==> src/rtl/overlay_screen_ctrl.sv <==
// Game screen sequencer and text-overlay compositor: a frame-tick driven state machine
// selects the screen, and a fixed box is blended into the delayed video stream.
module overlay_screen_ctrl #(
    parameter int          CW           = 16,
    parameter int          RECT_X       = 380,
    parameter int          RECT_Y       = 450,
    parameter int          RECT_W       = 264,
    parameter int          RECT_H       = 100,
    parameter int          FONT_LAT     = 1,
    parameter int          BLINK_FRAMES = 30,
    parameter bit          BLINK_EN     = 1'b1,
    parameter logic [11:0] TEXT_COLOR   = 12'hFFF,
    parameter logic [11:0] BG_COLOR     = 12'h000,
    parameter int          BG_MODE      = 1
) (
    input  logic          clk,
    input  logic          rst,
    input  logic [CW-1:0] hcount_in,
    input  logic [CW-1:0] vcount_in,
    input  logic          hsync_in,
    input  logic          vsync_in,
    input  logic [11:0]   rgb_in,
    input  logic          game_start,
    input  logic          pause_toggle,
    input  logic          game_over,
    input  logic          font_bit,
    output logic [7:0]    char_col,
    output logic [3:0]    char_row,
    output logic [3:0]    char_line,
    output logic [1:0]    screen_id,
    output logic [CW-1:0] hcount_out,
    output logic [CW-1:0] vcount_out,
    output logic          hsync_out,
    output logic          vsync_out,
    output logic [11:0]   rgb_out,
    output logic          overlay_active
);

    typedef enum logic [1:0] {
        INTRO     = 2'd0,
        PLAYING   = 2'd1,
        PAUSED    = 2'd2,
        GAME_OVER = 2'd3
    } state_t;

    localparam int unsigned D      = FONT_LAT + 1;
    localparam logic [CW:0] X_LO   = (CW+1)'(RECT_X);
    localparam logic [CW:0] X_HI   = (CW+1)'(RECT_X + RECT_W);
    localparam logic [CW:0] Y_LO   = (CW+1)'(RECT_Y);
    localparam logic [CW:0] Y_HI   = (CW+1)'(RECT_Y + RECT_H);
    localparam logic [15:0] BF_MAX = 16'(BLINK_FRAMES - 1);

    state_t      state_q, state_d;
    logic        pend_start_q, pend_pause_q, pend_over_q;
    logic        vs_prev_q;
    logic [15:0] blink_cnt_q;
    logic        blink_phase_q;
    logic        frame_tick;

    assign frame_tick = vsync_in & ~vs_prev_q;
    assign screen_id  = state_q;

    // Only the highest-priority pending event is considered; the others are dropped.
    always_comb begin
        state_d = state_q;
        if (pend_over_q) begin
            if (state_q == PLAYING || state_q == PAUSED) state_d = GAME_OVER;
        end else if (pend_pause_q) begin
            if (state_q == PLAYING)     state_d = PAUSED;
            else if (state_q == PAUSED) state_d = PLAYING;
        end else if (pend_start_q) begin
            if (state_q == INTRO || state_q == GAME_OVER) state_d = PLAYING;
        end
    end

    always_ff @(posedge clk or negedge rst) begin
        if (!rst) begin
            state_q       <= INTRO;
            pend_start_q  <= 1'b0;
            pend_pause_q  <= 1'b0;
            pend_over_q   <= 1'b0;
            vs_prev_q     <= 1'b0;
            blink_cnt_q   <= '0;
            blink_phase_q <= 1'b1;
        end else begin
            vs_prev_q <= vsync_in;
            if (frame_tick) begin
                state_q      <= state_d;
                // Pulses arriving on the tick cycle seed the next frame's flags.
                pend_start_q <= game_start;
                pend_pause_q <= pause_toggle;
                pend_over_q  <= game_over;
                if (state_d != state_q) begin
                    blink_cnt_q   <= '0;
                    blink_phase_q <= 1'b1;
                end else if (blink_cnt_q == BF_MAX) begin
                    blink_cnt_q   <= '0;
                    blink_phase_q <= ~blink_phase_q;
                end else begin
                    blink_cnt_q <= blink_cnt_q + 16'd1;
                end
            end else begin
                pend_start_q <= pend_start_q | game_start;
                pend_pause_q <= pend_pause_q | pause_toggle;
                pend_over_q  <= pend_over_q  | game_over;
            end
        end
    end

    logic [CW:0]   hx, vy;
    logic [CW-1:0] relx, rely;
    logic          in_box;

    always_comb begin
        hx     = {1'b0, hcount_in};
        vy     = {1'b0, vcount_in};
        in_box = (hx >= X_LO) && (hx < X_HI) && (vy >= Y_LO) && (vy < Y_HI);
        relx   = hcount_in - CW'(RECT_X);
        rely   = vcount_in - CW'(RECT_Y);
    end

    logic [CW-1:0] hc_q [D];
    logic [CW-1:0] vc_q [D];
    logic          hs_q [D];
    logic          vs_q [D];
    logic [11:0]   rgb_q [D];
    logic          box_q [D];
    logic          show_text, act_d;
    logic [11:0]   rgb_d;

    // Stage D-1 lines up with font_bit for the char address issued at stage 0.
    always_comb begin
        show_text = (state_q == INTRO) ? 1'b1 : (BLINK_EN ? blink_phase_q : 1'b1);
        act_d     = box_q[D-1] && (state_q != PLAYING);
        rgb_d     = rgb_q[D-1];
        if (act_d) begin
            if (show_text && font_bit) begin
                rgb_d = TEXT_COLOR;
            end else begin
                case (BG_MODE)
                    1:       rgb_d = BG_COLOR;
                    2:       rgb_d = {1'b0, rgb_q[D-1][11:9], 1'b0, rgb_q[D-1][7:5],
                                      1'b0, rgb_q[D-1][3:1]};
                    default: rgb_d = rgb_q[D-1];
                endcase
            end
        end
    end

    always_ff @(posedge clk or negedge rst) begin
        if (!rst) begin
            for (int unsigned i = 0; i < D; i++) begin
                hc_q[i]  <= '0;
                vc_q[i]  <= '0;
                hs_q[i]  <= 1'b0;
                vs_q[i]  <= 1'b0;
                rgb_q[i] <= '0;
                box_q[i] <= 1'b0;
            end
            char_col       <= '0;
            char_row       <= '0;
            char_line      <= '0;
            hcount_out     <= '0;
            vcount_out     <= '0;
            hsync_out      <= 1'b0;
            vsync_out      <= 1'b0;
            rgb_out        <= '0;
            overlay_active <= 1'b0;
        end else begin
            hc_q[0]  <= hcount_in;
            vc_q[0]  <= vcount_in;
            hs_q[0]  <= hsync_in;
            vs_q[0]  <= vsync_in;
            rgb_q[0] <= rgb_in;
            box_q[0] <= in_box;
            for (int unsigned i = 1; i < D; i++) begin
                hc_q[i]  <= hc_q[i-1];
                vc_q[i]  <= vc_q[i-1];
                hs_q[i]  <= hs_q[i-1];
                vs_q[i]  <= vs_q[i-1];
                rgb_q[i] <= rgb_q[i-1];
                box_q[i] <= box_q[i-1];
            end
            char_col       <= in_box ? 8'(relx >> 3) : '0;
            char_row       <= in_box ? 4'(rely >> 4) : '0;
            char_line      <= in_box ? rely[3:0] : '0;
            hcount_out     <= hc_q[D-1];
            vcount_out     <= vc_q[D-1];
            hsync_out      <= hs_q[D-1];
            vsync_out      <= vs_q[D-1];
            rgb_out        <= rgb_d;
            overlay_active <= act_d;
        end
    end

endmodule

==> config.mk <==
export PLATFORM = sky130hd
export DESIGN_NAME = overlay_screen_ctrl
export DESIGN_NICKNAME = d
export VERILOG_FILES = /design/src/rtl/overlay_screen_ctrl.sv
export SDC_FILE = /design/constraint.sdc
export NUM_CORES = 1
export LEC_CHECK = 0
export CAP_MARGIN = 20
export CORE_UTILIZATION = 40
export CTS_CLUSTER_DIAMETER = 200
export DETAILED_ROUTE_END_ITERATION = 10
export DONT_BUFFER_PORTS = 1
export SLEW_MARGIN = 10
export SYNTH_ARGS = -nofsm -noshare
export SYNTH_HDL_FRONTEND = slang
export SYNTH_SLANG_ARGS = --single-unit
==> constraint.sdc <==
create_clock -name clk -period 2.25 [get_ports clk]
set_input_delay 0.3375 -clock clk [delete_from_list [all_inputs] [get_ports clk]]
set_output_delay 0.3375 -clock clk [all_outputs]
set_load 0.05 [all_outputs]
==> qor.txt, run 1 <==
max incr delay on CP = 0.56 ns
dpl hpwl = 6.51 mm
Avg WL per Cell = 16.4 um
total routed wirelength = 10.4 mm
Slew headroom = 39.1%
element type at the critical path end = flip-flop
Clk Latency, worst-skew pair = 0.42 ns
register area = 4480 um^2
Die Span Y = 121 um
WP data arrival = 2.17 ns
CP Cell Sequence = nand4b_1, or4_4, or3_1, a21oi_1
row count = 43
Worst Tran Pin Value = 0.910 ns
initial antenna violation count = 0
antenna cells = 0
Core ar. = 13,900 um^2
clock-pin transition on the worst setup and hold timing paths = 0.07 ns
Sink Count = 179
Initial Utilization = 40.9%
failing checks = negative hold slack
sequential share of the synthesized area = 78.9%
chip width = 121 um
Main synth FF type = dfrtp_1
Critical Path RT = 2.58 ns
Ports = 117
Worst Setup Start Kind = flip-flop
reg2reg start = vs_q[1]
Final Net Count = 500
Max Clk Rate = 545 MHz
Yosys top cell area share = 78.4%
post-cts sizing count = 0
clk_skew = 0.00804 ns
grt ovf = 0
vias per cell = 4.89
RR Endpoint = blink_cnt_q[15]
synth unique cells = 53
Port Buf Inserts = 0
leakage power = 3.18 nW
worst-path maximum fanout = 5
first-pass GRT wire length = 16.7 mm
share of layout cells above drive strength 1 = 10.1%
# setup viols final = 0
drt drc = 0
Detailed Routing Iterations Pass 1 = 5
top post-synthesis cells by area = dfrtp_1, a21o_1, nor2_1
CP Class = flip-flop to flip-flop
Yosys reg bits = 179
Mapped Area = 5680 um^2
Max Cap Violations = 0
fillers = 1,195
Final Hold Fails = 179
CTS tree = built
leading area contributor after synthesis = dfrtp_1
Syn Area/Cell = 15.2 um^2
Net Count, Synth = 430
vias = 3,107
post-route cell area = 7010 um^2
pwr dens = 975 nW/um^2
# Post-CTS Setup Buffers = 0
clk buf depth = 2
Syn Inst Count = 373
Placed Area = 5940 um^2
GRT Total Usage = 15.4%
Async SR Flop Fraction = 100%
H-Tree Depth = 4
post-route ant nets = 0
clock buffer count from CTS = 17
Worst Reg-to-Reg Cells = 4
Worst R2R Setup Slack = 0.41 ns
status = complete, but fails checks
die area = 14,700 um^2
Syn. warnings = 0
Min Clock Period, post-route = 1.84 ns
cts hold-fix bufs = 49
RSZ-0062 raised after global routing = no
Hold WS = -0.389 ns
Slowest cell on crit path = or4_4
vias in the first global route = 3,329
Post-synth EDFFs = 0
worst hold path class = input port to async pin
largest net degree at the start of global routing = 180
Initial DRC Count = 169
area of the multi-input gates = 1110 um^2
Final period util = 81.6%
global placement routability congestion = 0.843
Final Max Tran Viols = 0
area grow syn2layout = 23.3%
worst vdd ir = 0.847 mV
Setup TNS = 0 ns
root buffer cell = clkbuf_16
[through the flow]
| stage | utilization (%) | setup slack (ns) | hold WS, ns | total power [mW] | std cells |
|---|---|---|---|---|---|
| 2_1_floorplan | - | 0.339 | 0.0419 | 3.87 | 373 |
| 3_3_place_gp | 42.8 | 0.494 | 0.0457 | 3.94 | 555 |
| 3_5_place_dp | 42.8 | 0.334 | 0.0461 | 3.96 | 555 |
| 4_1_cts | 50.5 | 0.395 | -0.414 | 6.91 | 636 |
| 5_1_grt | 50.5 | 0.288 | -0.424 | 7.11 | 636 |
| 6_report | 50.5 | 0.414 | -0.389 | 6.83 | 636 |
[layer usage]
metal  global-route usage (%)  vias to the layer above  wire (um)
met2                     25.2                       92       5380
met3                     6.91                       16        732
met1                     17.6                     1591       4140
met5                        0                        -          0
li1                         -                     1408          -
met4                     6.48                        0        201
[power by group]
group / total, mW / switching (mW) / internal, mW
clock: 2.87 / 1.29 / 1.57
combinational: 0.287 / 0.132 / 0.155
sequential: 3.68 / 0.280 / 3.40
[worst max-delay path, delay by kind of cell, from the launching register on]
| kind | cells | cell delay, ns |
|---|---|---|
| simple gates | 3 | 1.17 |
| compound gates | 1 | 0.18 |
| flops | 1 | 0.40 |
[synthesized netlist by cell type (all sizes together), types with 5 or more instances]
| cell | n |
|---|---|
| dfrtp | 178 |
| nor2 | 23 |
| inv | 19 |
| a21o | 16 |
| nand2 | 15 |
| a21oi | 9 |
| nand3 | 9 |
| nor3 | 9 |
| nor4 | 9 |
| xnor2 | 9 |
| o21ai | 8 |
| xor2 | 6 |
| ha | 5 |
| nand4 | 5 |
[layout make-up]
type | count | area share (%)
Clock buffer | 19 | 6.18
Clock inverter | 13 | 2.07
Inverter | 19 | 1.02
Multi-Input combinational cell | 170 | 15.8
Sequential cell | 179 | 63.9
Tap cell | 180 | 3.21
Timing Repair Buffer | 56 | 7.75
[kinds of logic (layout without fill, tap and decap cells)]
family / Yosys count / in the layout / synth area share (%)
DFF: 179 / 179 / 78.9
and+or+nand+nor: 95 / 95 / 9.23
AOI/OAI and AO/OA: 51 / 51 / 6.19
buffers and inverters: 24 / 107 / 1.61
xor gates and xnor gates: 15 / 15 / 2.31
adders and majority gates: 5 / 5 / 1.10
muxes: 3 / 3 / 0.617
other: 1 / 1 / 0.0660
[worst max-delay path by stage]
stage	endpoint	depth (start not counted)	slack, ns	start
6_report	blink_cnt_q[15]	4	0.41	vs_q[1]
5_1_grt	blink_cnt_q[14]	5	0.29	blink_cnt_q[0]
4_1_cts	blink_cnt_q[15]	4	0.40	vs_q[1]
3_5_place_dp	char_col[6]	7	0.33	hcount_in[2]
3_3_place_gp	char_col[6]	7	0.49	hcount_in[2]
2_1_floorplan	blink_phase_q	4	0.34	screen_id[0]
[flip-flops by register name, summed over array words and instances, names as in the netlist, 4 cells and up]
signal	flops
blink_cnt_q	16
char_col	8
char_line	4
char_row	4
hc_q	32
hcount_out	16
rgb_out	12
rgb_q	24
vc_q	32
vcount_out	16
[cell usage in the layout, fill, tap and decap left out, types with 2 or more instances in the layout]
master	instances
dfrtp_1	178
dlygate4sd3_1	49
nor2_1	23
inv_1	18
clkbuf_16	17
a21o_1	16
nand2_1	15
nor4_1	9
nor3_1	9
xnor2_1	9
a21oi_1	8
nand3_1	8
o21ai_0	7
buf_4	7
xor2_1	6
ha_1	5
or3_1	4
and2_1	4
a31oi_1	4
nand4_1	4
inv_6	4
and3_1	3
inv_8	3
or4b_1	2
a41oi_1	2
nor3b_1	2
o31ai_1	2
o22ai_1	2
clkbuf_1	2
clkinv_4	2
No activity file was read; power rests on OpenSTA's default activity.
==> inputs of run 2 (changes only) <==
ABC_AREA = 1   (was not set)
clock period = 1.6 ns   (was 2.25 ns; I/O delays follow)
==> run 2 against run 1 <==
  * The flow still finishes with violations (negative hold slack)
  * Area after synthesis rose by 1.8%
  * Largest cell class unchanged
  * Synthesized cell count rose by 19%
  * Sequential share of layout area fell by 0.93 points
  * Core utilization rose by 0.36 points
  * Routed wire length fell by 2.0%
  * Clock power rose by 40%
  * Count of clock-buffer cells in the layout rose by 4
  * Design area rose by 1.5%
  * Hold slack got worse by 0.096 ns
==> qor.txt, run 2 <==
commonest cells in the netlist = dfrtp_1, nor2_1, nand2_1, inv_1, o21ai_0
Worst path most repeated cell = nand2_1
RSZ-0062 raised after global routing = no
WP data arrival = 1.76 ns
synth unique cells = 28
register area = 4480 um^2
Syn Area/Cell = 13.0 um^2
Worst Setup Start Kind = flip-flop
Syn. warnings = 0
share of layout cells above drive strength 1 = 10.3%
area of the multi-input gates = 1090 um^2
Clk pwr share = 41.8%
clk_skew = 0.00710 ns
first-pass GRT wire length = 16.8 mm
H-Tree Depth = 4
Clk Latency, worst-skew pair = 0.42 ns
top post-synthesis cells by area = dfrtp_1, nor2_1, nand2_1
Avg WL per Cell = 14.5 um
leading area contributor after synthesis = dfrtp_1
post-route ant nets = 0
chip width = 122 um
row count = 43
grt met1 use = 16.7%
commonest non-fill, non-tap cells in the layout = dfrtp_1, nor2_1, nand2_1
commonest non-fill, non-tap cell in the layout = dfrtp_1
pwr dens = 1350 nW/um^2
clk buf depth = 2
worst-path maximum fanout = 11
Syn Inst Count = 443
post-route cell area = 7110 um^2
dpl hpwl = 6.34 mm
Setup TNS = 0 ns
Final Net Count = 571
Yosys reg bits = 179
Max Clk Rate = 680 MHz
vias per cell = 4.64
most frequent cell after synthesis = dfrtp_1
total routed wirelength = 10.2 mm
vias in the first global route = 3,451
Main synth FF type = dfrtp_1
status = complete, but fails checks
Pwr Total = 9.62 mW
Placed Cells = 624
Sequential Power Share = 53.1%
sequential share of the synthesized area = 77.5%
leakage power = 3.33 nW
Final Worst Setup Slack = 0.130 ns
internal power = 7.41 mW
Final Hold Fails = 179
Min Clock Period, post-route = 1.47 ns
global placement routability congestion = 0.872
Most Crowded Layer GR = met2
clock buffer count from CTS = 17
Hold WS = -0.485 ns
Net Count, Synth = 500
Post-synth EDFFs = 0
Detailed Routing Iterations Pass 1 = 4
Post-Layout Cell Count = 706
Net Switching = 2.21 mW
area grow syn2layout = 23.0%
grt ovf = 0
GRT Total Usage = 15.1%
Initial DRC Count = 228
Net Sw Frac = 23.0%
Comb pwr share = 5.1%
Sink Count = 179
vias = 3,274
root buffer cell = clkbuf_16
Max Cap Violations = 0
clock-pin transition on the worst setup and hold timing paths = 0.06 ns
largest net degree at the start of global routing = 180
CP Class = flip-flop to flip-flop
Ports = 117
Final period util = 91.9%
Yosys top cell area share = 77.1%
Die Span Y = 122 um
cts hold-fix bufs = 49
max incr delay on CP = 0.42 ns
Core ar. = 14,000 um^2
worst hold path class = input port to async pin
# setup viols final = 0
initial antenna violation count = 0
Mapped Area = 5780 um^2
Placed Area = 6020 um^2
Port Buf Inserts = 0
die area = 14,900 um^2
element type at the critical path end = flip-flop
CP Cell Sequence = inv_2, nand2_1, nand2_1, nand2_1, nand2_1, nand3_1, nand3_2, nand2_2, inv_2, nor2_1
Largest regs = hc_q: 32 flops, vc_q: 32 flops, rgb_q: 24 flops
Final Max Tran Viols = 0
drt drc = 0
worst vdd ir = 0.664 mV
Critical Path RT = 1.89 ns
Slowest cell on crit path = dfrtp_1
fillers = 1,223
antenna cells = 0
failing checks = negative hold slack
met2 Resource Use GR = 24.6%
Async SR Flop Fraction = 100%
CTS tree = built
Initial Utilization = 41.3%
Global Route met3 Usage = 6.83%
worst slack, placed = 0.0829 ns
==> run 2: cell types whose count changed in the layout (fill, tap and decap cells not counted), moves of 9 or more <==
cell / previous run / this run
nand3_1: 8 / 17
nor4_1: 9 / 0
a21o_1: 16 / 2
nor2_1: 23 / 59
o21ai_0: 7 / 19
nand2_1: 15 / 56
xor2_1: 6 / 17
inv_1: 18 / 45
==> run 2: power by group through the flow <==
stage / clock network (mW) / registers [mW] / logic, mW
2_1_floorplan: 0 / 5.20 / 0.254
3_3_place_gp: 0 / 5.19 / 0.355
3_5_place_dp: 0 / 5.20 / 0.369
4_1_cts: 4.14 / 5.11 / 0.476
5_1_grt: 4.33 / 5.14 / 0.546
6_report: 4.02 / 5.11 / 0.492
==> run 2: final cells by class <==
cell class | count | area share [%]
clock buffers | 23 | 6.72
clock inverters | 8 | 1.43
inverters | 47 | 2.48
multi-input cells | 211 | 15.3
flip-flops and latches | 179 | 63.0
well taps | 180 | 3.17
repair buffers | 58 | 7.85
==> run 2: timing repair <==
| item | in CTS | in global routing |
|---|---|---|
| endpoints found under the hold margin | 239 | 179 |
| gates resized for setup | 0 | 2 |
| setup endpoints to repair | 0 | 2 |
| buffers inserted | 0 | 2 |
==> run 2: through the flow <==
step	hold slack, ns	utilization, %
2_1_floorplan	-0.0556	-
3_3_place_gp	-0.0508	43.1
3_5_place_dp	-0.0510	43.1
4_1_cts	-0.506	50.7
5_1_grt	-0.511	50.8
6_report	-0.485	50.8
==> run 2: kinds of logic after synthesis <==
group / share of synthesized area (%)
AO/OA/AOI/OAI: 3.46
XOR/XNOR: 3.03
adder cells (fa/ha/maj): 1.08
buffers and inverters: 3.70
flip-flops: 77.5
other: 0.0649
AND/OR/NAND/NOR: 11.1
==> run 2: final timing paths <==
kind	slack, ns	endpoint	from	cells after the start
max in group asynchronous	1.87	blink_phase_q	rst	0
worst max register to register	0.13	blink_cnt_q[5]	screen_id[1]	10
min in group clk	0.09	char_col[3]	hcount_in[4]	3
worst min register to register	0.34	hc_q[4]	hc_q[20]	0
worst max-delay path	0.13	blink_cnt_q[5]	screen_id[1]	10
worst min-delay path	-0.48	vc_q[17]	rst	0
==> run 2: critical path, delay by kind of cell, from the launching register on <==
kind | cells | cell delay, ns
DFF | 1 | 0.42
buffers and inverters | 2 | 0.30
and+or+nand+nor | 8 | 0.62
==> run 2: routing by layer <==
| metal | share of wire (%) | up-vias |
|---|---|---|
| met3 | 8.3 | 20 |
| li1 | - | 1516 |
| met5 | 0 | - |
| met2 | 51 | 120 |
| met1 | 38 | 1618 |
| met4 | 2.4 | 0 |
==> inputs of run 3 (changes only) <==
--- a/config.mk
+++ b/config.mk
@@ -12,6 +12,8 @@
 export DETAILED_ROUTE_END_ITERATION = 10
 export DONT_BUFFER_PORTS = 1
+export SKIP_CTS_REPAIR_TIMING = 1
 export SLEW_MARGIN = 10
 export SYNTH_ARGS = -nofsm -noshare
 export SYNTH_HDL_FRONTEND = slang
 export SYNTH_SLANG_ARGS = --single-unit
+export TNS_END_PERCENT = 100
==> constraint.sdc (replaced) <==
create_clock -name clk -period 1.6 [get_ports clk]
set_input_delay 0.32 -clock clk [delete_from_list [all_inputs] [get_ports clk]]
set_output_delay 0.32 -clock clk [all_outputs]
set_load 0.05 [all_outputs]
==> run 3 against run 2 <==
  * The run still ends with negative hold slack left
  * Flip-flop and latch count did not move
  * Combinational power hardly changed
  * Hold slack gained 0.073 ns
  * Sequential share of layout area fell by 0.066 points
  * Clock skew grew 0.00062 ns
  * Via count fell by 1.6%
  * Non-clock buffer count is 1 lower
  * Design area increased by 0.11%
  * Setup slack improved by 0.015 ns
  * Critical endpoint is now blink_cnt_q[8]
  * Largest cell class unchanged
==> qor.txt, run 3 (synthesis results as in run 2) <==
status = complete, but fails checks
failing checks = negative hold slack
Initial DRC Count = 222
commonest non-fill, non-tap cells in the layout = dfrtp_1, nor2_1, nand2_1
Die Span Y = 122 um
worst vdd ir = 0.687 mV
GRT Total Usage = 14.6%
clk_skew = 0.00772 ns
Most Crowded Layer GR = met2
worst hold path class = input port to async pin
root buffer cell = clkbuf_16
CP Class = flip-flop to flip-flop
Detailed Routing Iterations Pass 1 = 4
first-pass GRT wire length = 16.2 mm
vias in the first global route = 3,264
Critical Path RT = 1.90 ns
H-Tree Depth = 4
post-route ant nets = 0
clk buf depth = 2
Clk Latency, worst-skew pair = 0.42 ns
Hold WS = -0.411 ns
grt met1 use = 16.8%
post-route cell area = 7120 um^2
row count = 43
Max Clk Rate = 687 MHz
global placement routability congestion = 0.823
Largest regs = hc_q: 32 flops, vc_q: 32 flops, rgb_q: 24 flops
pwr dens = 1360 nW/um^2
Final Max Tran Viols = 0
Pwr Total = 9.71 mW
dpl hpwl = 6.51 mm
RSZ-0062 raised after global routing = no
Final Net Count = 570
Initial Utilization = 41.3%
Final period util = 90.9%
Ports = 117
Port Buf Inserts = 0
drt drc = 0
met2 Resource Use GR = 23.2%
Sink Count = 179
Setup TNS = 0 ns
Global Route met3 Usage = 6.69%
element type at the critical path end = flip-flop
clock-pin transition on the worst setup and hold timing paths = 0.07 ns
share of layout cells above drive strength 1 = 10.5%
Max Cap Violations = 0
# setup viols final = 0
Core ar. = 14,000 um^2
leakage power = 3.33 nW
WP data arrival = 1.76 ns
Worst Setup Start Kind = flip-flop
area grow syn2layout = 23.2%
initial antenna violation count = 0
worst-path maximum fanout = 4
Placed Area = 6010 um^2
CTS tree = built
grt ovf = 0
Layout Utilization = 50.9%
vias per cell = 4.56
Min Clock Period, post-route = 1.45 ns
total routed wirelength = 10.2 mm
antenna cells = 0
chip width = 122 um
clock buffer count from CTS = 17
die area = 14,900 um^2
Final Hold Fails = 179
commonest non-fill, non-tap cell in the layout = dfrtp_1
largest net degree at the start of global routing = 180
vias = 3,221
Avg WL per Cell = 14.4 um
-- run 3: cell types whose count changed in the layout (fill, tap and decap cells not counted), sizes merged --
cell	change
clkbuf	-3
clkinv	+3
bufinv	+1
clkinvlp	-1
dlygate4sd3	-1
inv	+1
-- run 3: final timing paths --
kind | start | to | slack [ns] | cells after the start
worst max-delay path | blink_cnt_q[0] | blink_cnt_q[8] | 0.15 | 7
worst min-delay path | rst | vc_q[17] | -0.41 | 0
worst max register to register | blink_cnt_q[0] | blink_cnt_q[8] | 0.15 | 7
worst min register to register | hc_q[30] | hc_q[14] | 0.35 | 0
max in group asynchronous | rst | blink_phase_q | 1.67 | 0
min in group clk | vcount_in[0] | char_line[0] | 0.01 | 2
-- run 3: final cells by class --
cell class	count	area (um^2)
tap	180	225
timing repair buffer	57	548
inverter	47	179
clock inverter	12	155
sequential	179	4480
clock buffer	20	437
fill	1258	6870
multi-input combinational	211	1090
-- run 3: layer usage --
layer | up-vias | part of all wire, %
met4 | 0 | 1.7
met5 | - | 0
met2 | 89 | 51
met3 | 12 | 6.4
li1 | 1511 | -
met1 | 1609 | 41
-- run 3: power by group --
part	leakage, nW	total [mW]	internal (mW)	switching (mW)
registers	2.16	5.11	4.77	0.340
clock network	0.285	4.11	2.46	1.65
logic	0.892	0.489	0.224	0.266
total	3.33	9.71	7.46	2.26
-- run 3: per-stage QoR --
| step | std cells | hold slack (ns) | worst slack, ns |
|---|---|---|---|
| final | 706 | -0.411 | 0.145 |
| after detailed placement | 623 | 0.0283 | 0.0136 |
| after global placement | 623 | 0.0294 | 0.126 |
| after CTS | 655 | -0.429 | 0.0685 |
| after floorplan | 443 | 0.0244 | 0.0194 |
| after global routing | 706 | -0.435 | 0.0243 |
-- run 3: critical path: stages (launching register included) --
cell,delay (ns)
dfrtp_1,0.40
ha_2,0.21
inv_1,0.04
nor2_1,0.13
nand4_1,0.17
nor2_1,0.18
xor2_1,0.17
nor2_1,0.06
